<file path="src/rtl/calcetin_pkg.sv">
`default_nettype none
// ============================================================================
// Module      : calcetin_pkg
// Description : Shared definitions for the sock packer: sock code names,
//               packer state encoding and code-width constants.
// Revision    : 1.0 - initial release
// ============================================================================
package calcetin_pkg;

  localparam int SOCK_CODE_W = 3;
  localparam int NUM_CODES   = 7;
  localparam int PAIR_CNT_W  = 8;

  // Sock codes; 0 marks an invalid / empty slot.
  localparam logic [SOCK_CODE_W-1:0] CODE_NONE   = 3'd0;
  localparam logic [SOCK_CODE_W-1:0] CODE_BLANCO = 3'd1;
  localparam logic [SOCK_CODE_W-1:0] CODE_NEGRO  = 3'd2;
  localparam logic [SOCK_CODE_W-1:0] CODE_GRIS   = 3'd3;
  localparam logic [SOCK_CODE_W-1:0] CODE_AZUL   = 3'd4;
  localparam logic [SOCK_CODE_W-1:0] CODE_ROJO   = 3'd5;
  localparam logic [SOCK_CODE_W-1:0] CODE_VERDE  = 3'd6;
  localparam logic [SOCK_CODE_W-1:0] CODE_RAYAS  = 3'd7;

  typedef enum logic [1:0] {
    ST_EMPTY = 2'd0,
    ST_HALF  = 2'd1,
    ST_SEAL  = 2'd2
  } state_e;

  function automatic logic is_valid_code(input logic [SOCK_CODE_W-1:0] code);
    return code != CODE_NONE;
  endfunction

endpackage
`default_nettype wire

</file>
<file path="src/rtl/empacadora_calcetines_seal_timer.sv">
`default_nettype none
// ============================================================================
// Module      : seal_timer
// Description : Down-counter that times the box sealer. A start pulse loads
//               SEAL_CYCLES-1; 'last' is high during the final busy cycle.
// Ports       : clk, reset (async, active-high), start (in),
//               last (out, final cycle of the seal window)
// Revision    : 1.0 - initial release
// ============================================================================
module seal_timer #(
  parameter int SEAL_CYCLES = 4
) (
  input  logic clk,
  input  logic reset,
  input  logic start,
  output logic last
);

  localparam int CW = 8;

  logic [CW-1:0] count_q, count_d;
  logic          busy_q, busy_d;

  always_comb begin
    count_d = count_q;
    busy_d  = busy_q;
    if (start) begin
      count_d = CW'(SEAL_CYCLES - 1);
      busy_d  = 1'b1;
    end else if (busy_q) begin
      if (count_q == '0) begin
        busy_d = 1'b0;
      end else begin
        count_d = count_q - 1'b1;
      end
    end
  end

  always_ff @(posedge clk or posedge reset) begin
    if (reset) begin
      count_q <= '0;
      busy_q  <= 1'b0;
    end else begin
      count_q <= count_d;
      busy_q  <= busy_d;
    end
  end

  assign last = busy_q && (count_q == '0);

endmodule
`default_nettype wire

</file>
<file path="src/rtl/empacadora_calcetines.sv">
`default_nettype none
// ============================================================================
// Module      : empacadora_calcetines
// Description : Sock packer. Pairs two consecutive socks of the same code,
//               counts pairs per code and seals a box every PAIRS_PER_BOX
//               pairs, backpressuring the knitter while the sealer runs.
// Ports       : clk, reset (async, active-high)
//               sock_valid, sock_code[2:0]   - sock offer (in)
//               ready                        - combinational accept enable
//               held, held_code[2:0]         - unpaired sock register
//               pair_out, reject, box_done   - one-cycle event pulses
//               box_code[2:0]                - code of the sealed box
//               total_boxes[CNT_W-1:0]       - boxes sealed, wrapping
// Revision    : 1.0 - initial release
// ============================================================================
module empacadora_calcetines
  import calcetin_pkg::*;
#(
  parameter int PAIRS_PER_BOX = 6,
  parameter int SEAL_CYCLES   = 4,
  parameter int CNT_W         = 8
) (
  input  logic                   clk,
  input  logic                   reset,
  input  logic                   sock_valid,
  input  logic [SOCK_CODE_W-1:0] sock_code,
  output logic                   ready,
  output logic                   held,
  output logic [SOCK_CODE_W-1:0] held_code,
  output logic                   pair_out,
  output logic                   reject,
  output logic                   box_done,
  output logic [SOCK_CODE_W-1:0] box_code,
  output logic [CNT_W-1:0]       total_boxes
);

  localparam logic [PAIR_CNT_W-1:0] PAIRS_TARGET = PAIR_CNT_W'(PAIRS_PER_BOX);

  state_e                 state_q, state_d;
  logic                   held_q, held_d;
  logic [SOCK_CODE_W-1:0] held_code_q, held_code_d;
  logic [SOCK_CODE_W-1:0] seal_code_q, seal_code_d;
  logic                   pair_out_q, pair_out_d;
  logic                   reject_q, reject_d;
  logic                   box_done_q, box_done_d;
  logic [SOCK_CODE_W-1:0] box_code_q, box_code_d;
  logic [CNT_W-1:0]       total_q, total_d;

  logic                   accept;
  logic                   pair_formed;
  logic                   seal_start;
  logic                   seal_last;
  // Bit i: counter for code i would reach a full box on its next pair.
  // Bit 0 is a constant 0 so the vector can be indexed by any sock code.
  logic [NUM_CODES:0]     cnt_full;

  assign ready  = (state_q != ST_SEAL);
  assign accept = sock_valid && ready;

  // held_code is nonzero whenever in HALF, so equality implies a valid code.
  assign pair_formed = accept && (state_q == ST_HALF) && (sock_code == held_code_q);
  assign seal_start  = pair_formed && cnt_full[sock_code];

  assign cnt_full[0] = 1'b0;

  // --------------------------------------------------------------------------
  // Pair counter bank, one counter per valid code.
  // --------------------------------------------------------------------------
  for (genvar i = 1; i <= NUM_CODES; i++) begin : g_pair_cnt
    logic [PAIR_CNT_W-1:0] cnt_q, cnt_d;
    logic                  hit;

    assign hit         = pair_formed && (sock_code == SOCK_CODE_W'(i));
    assign cnt_full[i] = ((cnt_q + 1'b1) == PAIRS_TARGET);

    always_comb begin
      cnt_d = cnt_q;
      if (hit) begin
        cnt_d = cnt_full[i] ? '0 : cnt_q + 1'b1;
      end
    end

    always_ff @(posedge clk or posedge reset) begin
      if (reset) begin
        cnt_q <= '0;
      end else begin
        cnt_q <= cnt_d;
      end
    end
  end

  seal_timer #(
    .SEAL_CYCLES (SEAL_CYCLES)
  ) u_seal_timer (
    .clk   (clk),
    .reset (reset),
    .start (seal_start),
    .last  (seal_last)
  );

  // --------------------------------------------------------------------------
  // FSM next state and registered outputs
  // --------------------------------------------------------------------------
  always_comb begin
    state_d     = state_q;
    held_d      = held_q;
    held_code_d = held_code_q;
    seal_code_d = seal_code_q;
    total_d     = total_q;
    pair_out_d  = 1'b0;
    reject_d    = 1'b0;
    box_done_d  = 1'b0;
    box_code_d  = CODE_NONE;

    case (state_q)
      ST_EMPTY: begin
        if (accept) begin
          if (!is_valid_code(sock_code)) begin
            reject_d = 1'b1;
          end else begin
            state_d     = ST_HALF;
            held_d      = 1'b1;
            held_code_d = sock_code;
          end
        end
      end

      ST_HALF: begin
        if (accept) begin
          if (pair_formed) begin
            pair_out_d  = 1'b1;
            held_d      = 1'b0;
            held_code_d = CODE_NONE;
            if (seal_start) begin
              state_d     = ST_SEAL;
              seal_code_d = sock_code;
            end else begin
              state_d = ST_EMPTY;
            end
          end else begin
            // Either code 0 or a different code: the held sock is kept.
            reject_d = 1'b1;
          end
        end
      end

      ST_SEAL: begin
        if (seal_last) begin
          state_d    = ST_EMPTY;
          box_done_d = 1'b1;
          box_code_d = seal_code_q;
          total_d    = total_q + CNT_W'(1);
        end
      end

      default: begin
        state_d = ST_EMPTY;
      end
    endcase
  end

  always_ff @(posedge clk or posedge reset) begin
    if (reset) begin
      state_q     <= ST_EMPTY;
      held_q      <= 1'b0;
      held_code_q <= CODE_NONE;
      seal_code_q <= CODE_NONE;
      pair_out_q  <= 1'b0;
      reject_q    <= 1'b0;
      box_done_q  <= 1'b0;
      box_code_q  <= CODE_NONE;
      total_q     <= '0;
    end else begin
      state_q     <= state_d;
      held_q      <= held_d;
      held_code_q <= held_code_d;
      seal_code_q <= seal_code_d;
      pair_out_q  <= pair_out_d;
      reject_q    <= reject_d;
      box_done_q  <= box_done_d;
      box_code_q  <= box_code_d;
      total_q     <= total_d;
    end
  end

  assign held        = held_q;
  assign held_code   = held_code_q;
  assign pair_out    = pair_out_q;
  assign reject      = reject_q;
  assign box_done    = box_done_q;
  assign box_code    = box_code_q;
  assign total_boxes = total_q;

endmodule
`default_nettype wire

</file>
<file path="config.mk">
export PLATFORM = sky130hd
export DESIGN_NAME = empacadora_calcetines
export DESIGN_NICKNAME = d
export VERILOG_FILES = /design/src/rtl/calcetin_pkg.sv /design/src/rtl/empacadora_calcetines_seal_timer.sv /design/src/rtl/empacadora_calcetines.sv
export SDC_FILE = /design/constraint.sdc
export NUM_CORES = 1
export LEC_CHECK = 0
export CAP_MARGIN = 30
export CORE_MARGIN = 5
export CORE_UTILIZATION = 55
export CTS_CLUSTER_SIZE = 25
export DETAILED_ROUTE_END_ITERATION = 16
export PLACE_DENSITY_LB_ADDON = 0.25
export SYNTH_ARGS = -nofsm -noshare
export SYNTH_HDL_FRONTEND = slang
export SYNTH_HIERARCHICAL = 1
export SYNTH_SLANG_ARGS = --single-unit
</file>
<file path="constraint.sdc">
create_clock -name clk -period 6 [get_ports clk]
set_clock_uncertainty 0.05 [all_clocks]
set_input_delay 1.8 -clock clk [delete_from_list [all_inputs] [get_ports clk]]
set_output_delay 1.8 -clock clk [all_outputs]
set_load 0.1 [all_outputs]
</file>
==> metrics.yaml <==
synthAdderAreaFrac: 0.0478
synth_top_area_frac: 0.495
grt_first_pass_wirelength_um: 14200
cp-startpoint: "sock_code[1]"
numCtsBuffers: 9
status: "complete, no violations"
worst_r2r_path_depth: 10
ant_nets: 0
io_pins: 25
place_area_mm2: 0.00481
ys_ff_latch: 88
synthesis.area_mm2: 0.00445
required_ps: 6190
max_freq_mhz: 230
hp-start: "g_pair_cnt[3].cnt_q[7]"
tightest_slew_ps: 990
pwr-share-clk: 0.272
grt_util_met1: 0.225
dr_total_vias: 3178
whs_path_depth: 1
leakagePower_nw: 2.33
multi_input_area_mm2: 0.00217
reg2reg_slack_ps: 2950
hold_class: "flip-flop to flip-flop"
setup_viol: 0
num_antenna_cells: 0
period_minus_slack_ps: 4350
maxSlewViolCount: 0
synth-simple-area-share: 0.221
pwr-share-seq: 0.448
antenna_found_initial: 0
clock_path_buffers: 2
synthesis.nets: 431
cts_tree: "yes"
fp.dieArea_mm2: 0.00999
drive_gt1_frac: 0.0807
fin_area_mm2: 0.00505
fp.dieW_um: 99.9
synthXorXnorAreaFrac: 0.0981
drt_pass1_iterations: 4
insertion_delay_ps: 350
tns_ps: 0
r2r-end: "total_boxes[7]"
grt_overflow: 0
synth_cells: 408
final_core_util: 0.647
fin_nets: 464
syn2layout_area_growth_pct: 13.6
grt_use_total: 0.176
num-fill-cells: 638
viasPerCell: 5.80
register_area_mm2: 0.00220
post_cts_buffers: 0
start_kind: "input pin"
p_comb_frac: 0.280
crit_type: "input pin to flip-flop"
initial_core_util: 0.570
post_synth.cell_area_avg_um2: 10.9
drc_errors: 0
yosysTopAreaCell: "dfrtp_1"
grt_setup_unrepaired: "no"
gr-usage-met3: 0.0410
fin_crit_sh: 0.725
wl_um: 8140
top_usage_layer: "met2"
worst_hold_path.endpoint: "g_pair_cnt[3].cnt_q[7]"
use_met2: 0.295
rows: 32
layout_commonest_cell: "dfrtp_1"
internal_power_mw: 1.18
grt_max_degree: 42
p_per_area_mw_per_mm2: 361
p_sw_mw: 0.638
synth-seq-area-share: 0.495
dp_hpwl_um: 5990
holdBufCountCts: 0
synth_area_leaders: "dfrtp_1 49%, xnor2_1 5.7%, ha_1 4.8%, xor2_1 3.7%, nand2_1 2.9%"
cts_resized: 0
yosys-mux-area-fraction: 0.0329
synth_compound_area_frac: 0.0872
synth_top_flop_cell: "dfrtp_1"
async_flop_share: 1.00
die_y_um: 99.9
io_buffers: 24
crit_arrival_ps: 4540
ys_types: 55
timing_hold_violations_final: 0
drtIter0Drc: 102
synth_edf_count: 0
cts.sinks: 88
grt_pass1_vias: 3177
ir_worst_vdd_v: 0.000288
drv_cap: 0
end_kind: "flip-flop"
cts_root_buffer: "clkbuf_8"
cp_max_fo: 13
reg2reg_from: "u_seal_timer/count_q[0]"
mostFrequentLayoutCells: "88 x dfrtp_1, 34 x nand2_1, 29 x xnor2_1"
synth_top_family_by_area: "simple AND/OR/NAND/NOR gates"
wl_per_cell_um: 14.9
gp_congestion: 0.811
htreeDepth: 3
clk_pin_slew_ps: 80
coreArea_mm2: 0.00781
yosys_warnings: 6
relSlewSlack: 0.338
switching_share: 0.350
==> worst max-delay path by stage <==
stage | endpoint | slack, ps | cells past startpoint
CTS | u_seal_timer/count_q[7] | 1670 | 9
global placement | u_seal_timer/count_q[7] | 1340 | 9
floorplan | u_seal_timer/count_q[7] | 2070 | 10
finish | u_seal_timer/count_q[7] | 1650 | 9
detailed placement | u_seal_timer/count_q[7] | 1280 | 9
global route | u_seal_timer/count_q[7] | 1480 | 7
==> worst max-delay path, stage by stage <==
cell and delay, ps:
clkdlybuf4s50_1 640, xor2_2 300, or3_1 530, nor2_4 150, o31ai_1 100, a211o_1 320
nand2_1 320, nor3_1 110, mux2_2 270
==> sequential cells by signal, summed over array words and instances (netlist names) <==
signal                cells
g_pair_cnt.cnt_q         56
total_boxes               8
u_seal_timer/count_q      8
box_code                  3
held_code                 3
seal_code_q               3
state_q                   2
box_done                  1
held                      1
pair_out                  1
reject                    1
u_seal_timer/busy_q       1
==> power groups by stage <==
| stage | sequential (mW) | combinational [mW] | clock (mW) |
|---|---|---|---|
| CTS | 0.817 | 0.514 | 0.506 |
| detailed placement | 0.828 | 0.512 | 0 |
| floorplan | 0.904 | 0.307 | 0 |
| global placement | 0.823 | 0.493 | 0 |
| global route | 0.834 | 0.566 | 0.534 |
| finish | 0.817 | 0.510 | 0.496 |
==> layer usage <==
layer	routed length (um)	share of wire
met5	0	0
met4	89	0.011
met3	273	0.034
met2	4040	0.50
met1	3740	0.46
==> cells by family after synthesis <==
family / Yosys count
buffers and inverters: 19
xor gates and xnor gates: 49
adders and majority gates: 17
DFF: 88
muxes: 14
AOI/OAI and AO/OA: 54
and+or+nand+nor: 167
==> cell type report <==
type	instances	area share
Inverter	15	0.0111
Tap cell	102	0.0252
Clock inverter	5	0.0205
Timing Repair Buffer	26	0.0505
Sequential cell	88	0.436
Clock buffer	11	0.0280
Multi-Input combinational cell	301	0.429
==> through the flow <==
| step | setup WS (ps) | hold slack [ps] | instances | power [mW] |
|---|---|---|---|---|
| 2_1_floorplan | 2070 | 380 | 408 | 1.21 |
| 3_3_place_gp | 1340 | 410 | 532 | 1.32 |
| 3_5_place_dp | 1280 | 410 | 532 | 1.34 |
| 4_1_cts | 1670 | 432 | 548 | 1.84 |
| 5_1_grt | 1480 | 445 | 548 | 1.93 |
| 6_report | 1650 | 428 | 548 | 1.82 |
==> Yosys cell counts (all sizes together), types with 2 or more instances <==
cell type  count
nor2b          3
nor4b          8
nor4           7
and4           6
or3            3
nor4bb         2
o21ai         14
a21o           3
nand4         18
a21bo          4
xnor2         29
a211o          3
and3          10
o31ai          4
dfrtp         88
inv           15
nand2b        10
nand3b         9
nor2          23
a21oi          6
clkbuf         3
o22ai          7
a22o           3
nor3b          6
ha            17
mux2i          9
mux2           5
or4            3
nand2         34
and2           3
nor3           4
xor2          20
nand3         15
No activity file was read; power rests on OpenSTA's default activity.
==> RTL change 1, RTL diff (same flow settings) <==
`PAIR_CNT_W`: 8 -> 6.
--- a/src/rtl/calcetin_pkg.sv
+++ b/src/rtl/calcetin_pkg.sv
@@ -11,3 +11,3 @@
   localparam int NUM_CODES   = 7;
-  localparam int PAIR_CNT_W  = 8;
+  localparam int PAIR_CNT_W  = 6;
 
Function: same outputs for any inputs over 10 cycles, from zero or initial values and one cycle with reset high; that may be too few to reach the edited logic, so the function may still have changed.
==> RTL change 1 against the original RTL <==
Final area shrank 12%; sequential power shrank 13%; routed wire length shrank 8.5%; combinational power shrank 4.5%; area after synthesis shrank 12%; maximum frequency grew 3.0%; hold slack gained 0.74 ps; first-iteration DRC count grew 79%; power shrank 11%; sequential cell count shrank 14; setup slack gained 130 ps; critical endpoint unchanged.
==> RTL change 1: results <==
set metrics [dict create \
    outcome "finished clean" \
    via_per_inst 5.59 \
    regArea_mm2 0.00185 \
    nets 434 \
    grt_pass1_vias 2827 \
    top_register "g_pair_cnt.cnt_q" \
    critPathMaxStageDelay_ps 660 \
    dp_hpwl_mm 5.53 \
    drive_gt1_share_pct 9.62 \
    period_share_pct 70.3 \
    globalplace.congestion 0.789 \
    wl_mm 7.45 \
    grt_usage_pct 18.8 \
    p_sw_mw 0.597 \
    yosysUniqueCellTypes 68 \
    synth.area.top_cells "dfrtp_1, ha_1, xnor2_1" \
    fillers 549 \
    pre_cts_ws_ps 1450 \
    vdd_drop_max_mv 0.267 \
    worst_slew_margin_rel_pct 34.7 \
    critical_path.top_delay_family "buffers and inverters" \
    power_leakage_nw 1.99 \
    syn_nets 402 \
    arrival_ps 4400 \
    grt_pass1_wl_mm 13.2 \
    post_dp_cell_area_mm2 0.00425 \
    largest_reg_flops 42 \
    synthTopCellsByCount "dfrtp_1, nor2_1, nand2_1, xnor2_1, inv_1" \
    reg2reg_slack_ps 2980 \
    ys_seq_area_share_pct 47.4 \
]
-- RTL change 1: cell count changes in the layout (fill, tap and decap cells not counted), moves of 6 or more --
cell and delta:
o21ai_1 +18, dfrtp_1 -14, nand2_1 -10, xnor2_1 -8, nand3b_1 -7, mux2i_1 -6
nor3_1 +6
-- RTL change 1: worst register-to-register path, cell delays in order (launching register included) --
cell	delay, ps
dfrtp_1	420
inv_1	80
ha_1	130
or3b_1	340
a211oi_1	460
a21oi_1	210
a2111oi_4	420
nor2_2	120
inv_1	300
nor3_1	110
mux2_2	270
-- RTL change 1: power by group through the flow --
stage	registers (mW)	clock network [mW]	logic, mW
3_5_place_dp	0.715	0	0.487
5_1_grt	0.726	0.454	0.543
3_3_place_gp	0.707	0	0.471
4_1_cts	0.705	0.432	0.490
2_1_floorplan	0.787	0	0.293
6_report	0.707	0.419	0.487
-- RTL change 1: layer usage --
layer	GRT usage (%)	vias to the layer above	share of wire, %
met3	5.37	10	3.6
li1	-	1408	-
met2	29.8	45	49
met4	6.38	0	1.3
met1	24.7	1397	46
met5	0	-	0
-- RTL change 1: cell families after synthesis --
logic type | share of synthesized area [%]
and+or+nand+nor | 21.3
DFF | 47.4
AOI/OAI and AO/OA | 12.8
xor gates and xnor gates | 8.49
buffers and inverters | 2.53
adders and majority gates | 5.45
muxes | 2.02
-- RTL change 1: cell type report --
| class | count | share of cell area (%) |
|---|---|---|
| clock buffer | 9 | 2.77 |
| clock inverter | 7 | 2.07 |
| inverter | 20 | 1.68 |
| multi-input combinational | 281 | 43.8 |
| sequential | 74 | 41.5 |
| tap | 96 | 2.69 |
| timing repair buffer | 25 | 5.55 |
-- RTL change 1: metrics by stage --
step / std cells / hold slack [ps]
global placement: 496 / 406
CTS: 512 / 430
detailed placement: 496 / 416
floorplan: 379 / 383
global route: 512 / 446
finish: 512 / 429
-- RTL change 1: final timing paths --
path | startpoint | to | cells after the start
max | sock_code[1] | u_seal_timer/count_q[7] | 8
min | g_pair_cnt[1].cnt_q[5] | g_pair_cnt[1].cnt_q[5] | 1
max reg2reg | g_pair_cnt[4].cnt_q[1] | u_seal_timer/count_q[7] | 10
min reg2reg | g_pair_cnt[1].cnt_q[5] | g_pair_cnt[1].cnt_q[5] | 1
max in group asynchronous | reset | g_pair_cnt[4].cnt_q[3] | 3
min in group asynchronous | reset | u_seal_timer/count_q[1] | 2
==> RTL change 2, RTL diff (same settings) <==
Without the edit above. Reset style: synchronous (`reset`), changed in 3 clocked blocks. Comments in the files are not updated.
--- a/src/rtl/empacadora_calcetines_seal_timer.sv
+++ b/src/rtl/empacadora_calcetines_seal_timer.sv
@@ -38,3 +38,3 @@
 
-  always_ff @(posedge clk or posedge reset) begin
+  always_ff @(posedge clk) begin
     if (reset) begin
--- a/src/rtl/empacadora_calcetines.sv
+++ b/src/rtl/empacadora_calcetines.sv
@@ -82,3 +82,3 @@
 
-    always_ff @(posedge clk or posedge reset) begin
+    always_ff @(posedge clk) begin
       if (reset) begin
@@ -161,3 +161,3 @@
 
-  always_ff @(posedge clk or posedge reset) begin
+  always_ff @(posedge clk) begin
     if (reset) begin
Function: differs if reset is asserted again (counterexample within 4 cycles, from zero or initial values and one cycle with reset high); with reset held inactive, the same outputs for 10 cycles.
==> RTL change 2 against the original RTL <==
Final area grew 3.3%; die area grew 7.5%; via count grew 27%; count of clock-buffer cells in the layout is the same; hold slack gained 6.4 ps; area after synthesis grew 8.4%; sequential cell count is the same; setup slack gained 82 ps; first-iteration DRC count grew 110%; routed wire length grew 15%; critical endpoint is now u_seal_timer/count_q[0]; highest routed layer unchanged.
Power is not compared: it rests on default switching activity, and its combinational part moved more than twofold at a synthesized area within 25%.
==> RTL change 2: results <==
set metrics [dict create \
    outcome "finished clean" \
    cts_root_buf "clkbuf_8" \
    worst_hold_path.endpoint "box_code[2]" \
    ctsResizeCount 0 \
    worst_slack_ps 1740 \
    worstReg2RegStart "g_pair_cnt[1].cnt_q[0]" \
    design_area_mm2 0.00522 \
    cts.path.max_buffers 2 \
    routedWlPerCell_um 13.4 \
    vdd_drop_max_mv 0.106 \
    reg2reg_slack_ps 2960 \
    regToRegEndpoint "u_seal_timer/count_q[0]" \
    synthTopCellsByCount "dfxtp_1, nor2_1, nand2_1, a21oi_1, nor3_1" \
    yosysUniqueCellTypes 61 \
    dp.cells 687 \
    insertion_delay_ps 360 \
    async_flop_share_pct 0 \
    pre_cts_ws_ps 1440 \
    synth.area.top_cells "dfxtp_1, nor2_1, xor2_1" \
    arrival_ps 4460 \
    synth-main-ff-cell "dfxtp_1" \
    hp-start "seal_code_q[2]" \
    critPathMaxStageDelay_ps 620 \
    fillers 753 \
    cts_setup_buffers 0 \
    ys_seq_area_share_pct 36.5 \
    grt_antenna_before_repair 0 \
    yosysWarningCount 6 \
    wl_mm 9.37 \
    grt_pass1_wl_mm 16.7 \
    drt_iter0_markers 213 \
    internal-power_mw 0.793 \
    post_dp_cell_area_mm2 0.00504 \
    grt_start_max_net_pins 82 \
    worst_pin_slew_ps 1040 \
    drtPass1Iterations 4 \
    critical_path.top_delay_family "compound AO/OA/AOI/OAI gates" \
    globalplace.congestion 0.831 \
    cts_buffers 9 \
    whs_ps 435 \
    seq-power_mw 0.590 \
    crit_start "sock_code[0]" \
    path_max_fanout 12 \
    synth-edff-count 0 \
    nets 612 \
    worstRegToRegCells 10 \
    n_antenna_cell 0 \
    dr_total_vias 4036 \
    grt_pass1_vias 3825 \
    largest_reg_flops 56 \
    grt_usage_pct 17.8 \
    synth.avg_cell_area_um2 8.33 \
    drive_gt1_share_pct 5.89 \
    crit_path_end_kind "flip-flop" \
    dp_hpwl_mm 6.60 \
    syn_nets 601 \
]
## RTL change 2: cell type report
| cell class | count | share of cell area [%] |
|---|---|---|
| Inverter | 20 | 1.44 |
| Tap cell | 108 | 2.59 |
| Clock buffer | 11 | 2.52 |
| Timing Repair Buffer | 25 | 4.65 |
| Sequential cell | 88 | 33.7 |
| Clock inverter | 4 | 1.05 |
| Multi-Input combinational cell | 446 | 54.0 |
## RTL change 2: cells by family (layout without fill, tap and decap cells)
group | Yosys count | count (layout) | share of synthesized area, %
simple gates | 274 | 274 | 29.8
compound gates | 96 | 96 | 13.6
flops | 88 | 88 | 36.5
xor+xnor | 57 | 57 | 10.4
buf+inv | 45 | 60 | 4.93
fa+ha+maj | 16 | 16 | 4.15
mux | 3 | 3 | 0.623
## RTL change 2: layer usage
metal	GRT usage [%]	share of wire (%)	vias up	wire length, um
met1	23.5	49	1888	4580
met2	28.1	46	60	4280
li1	-	-	2066	-
met3	3.48	3.1	22	287
met5	0	0	-	0
met4	7.78	2.5	0	233
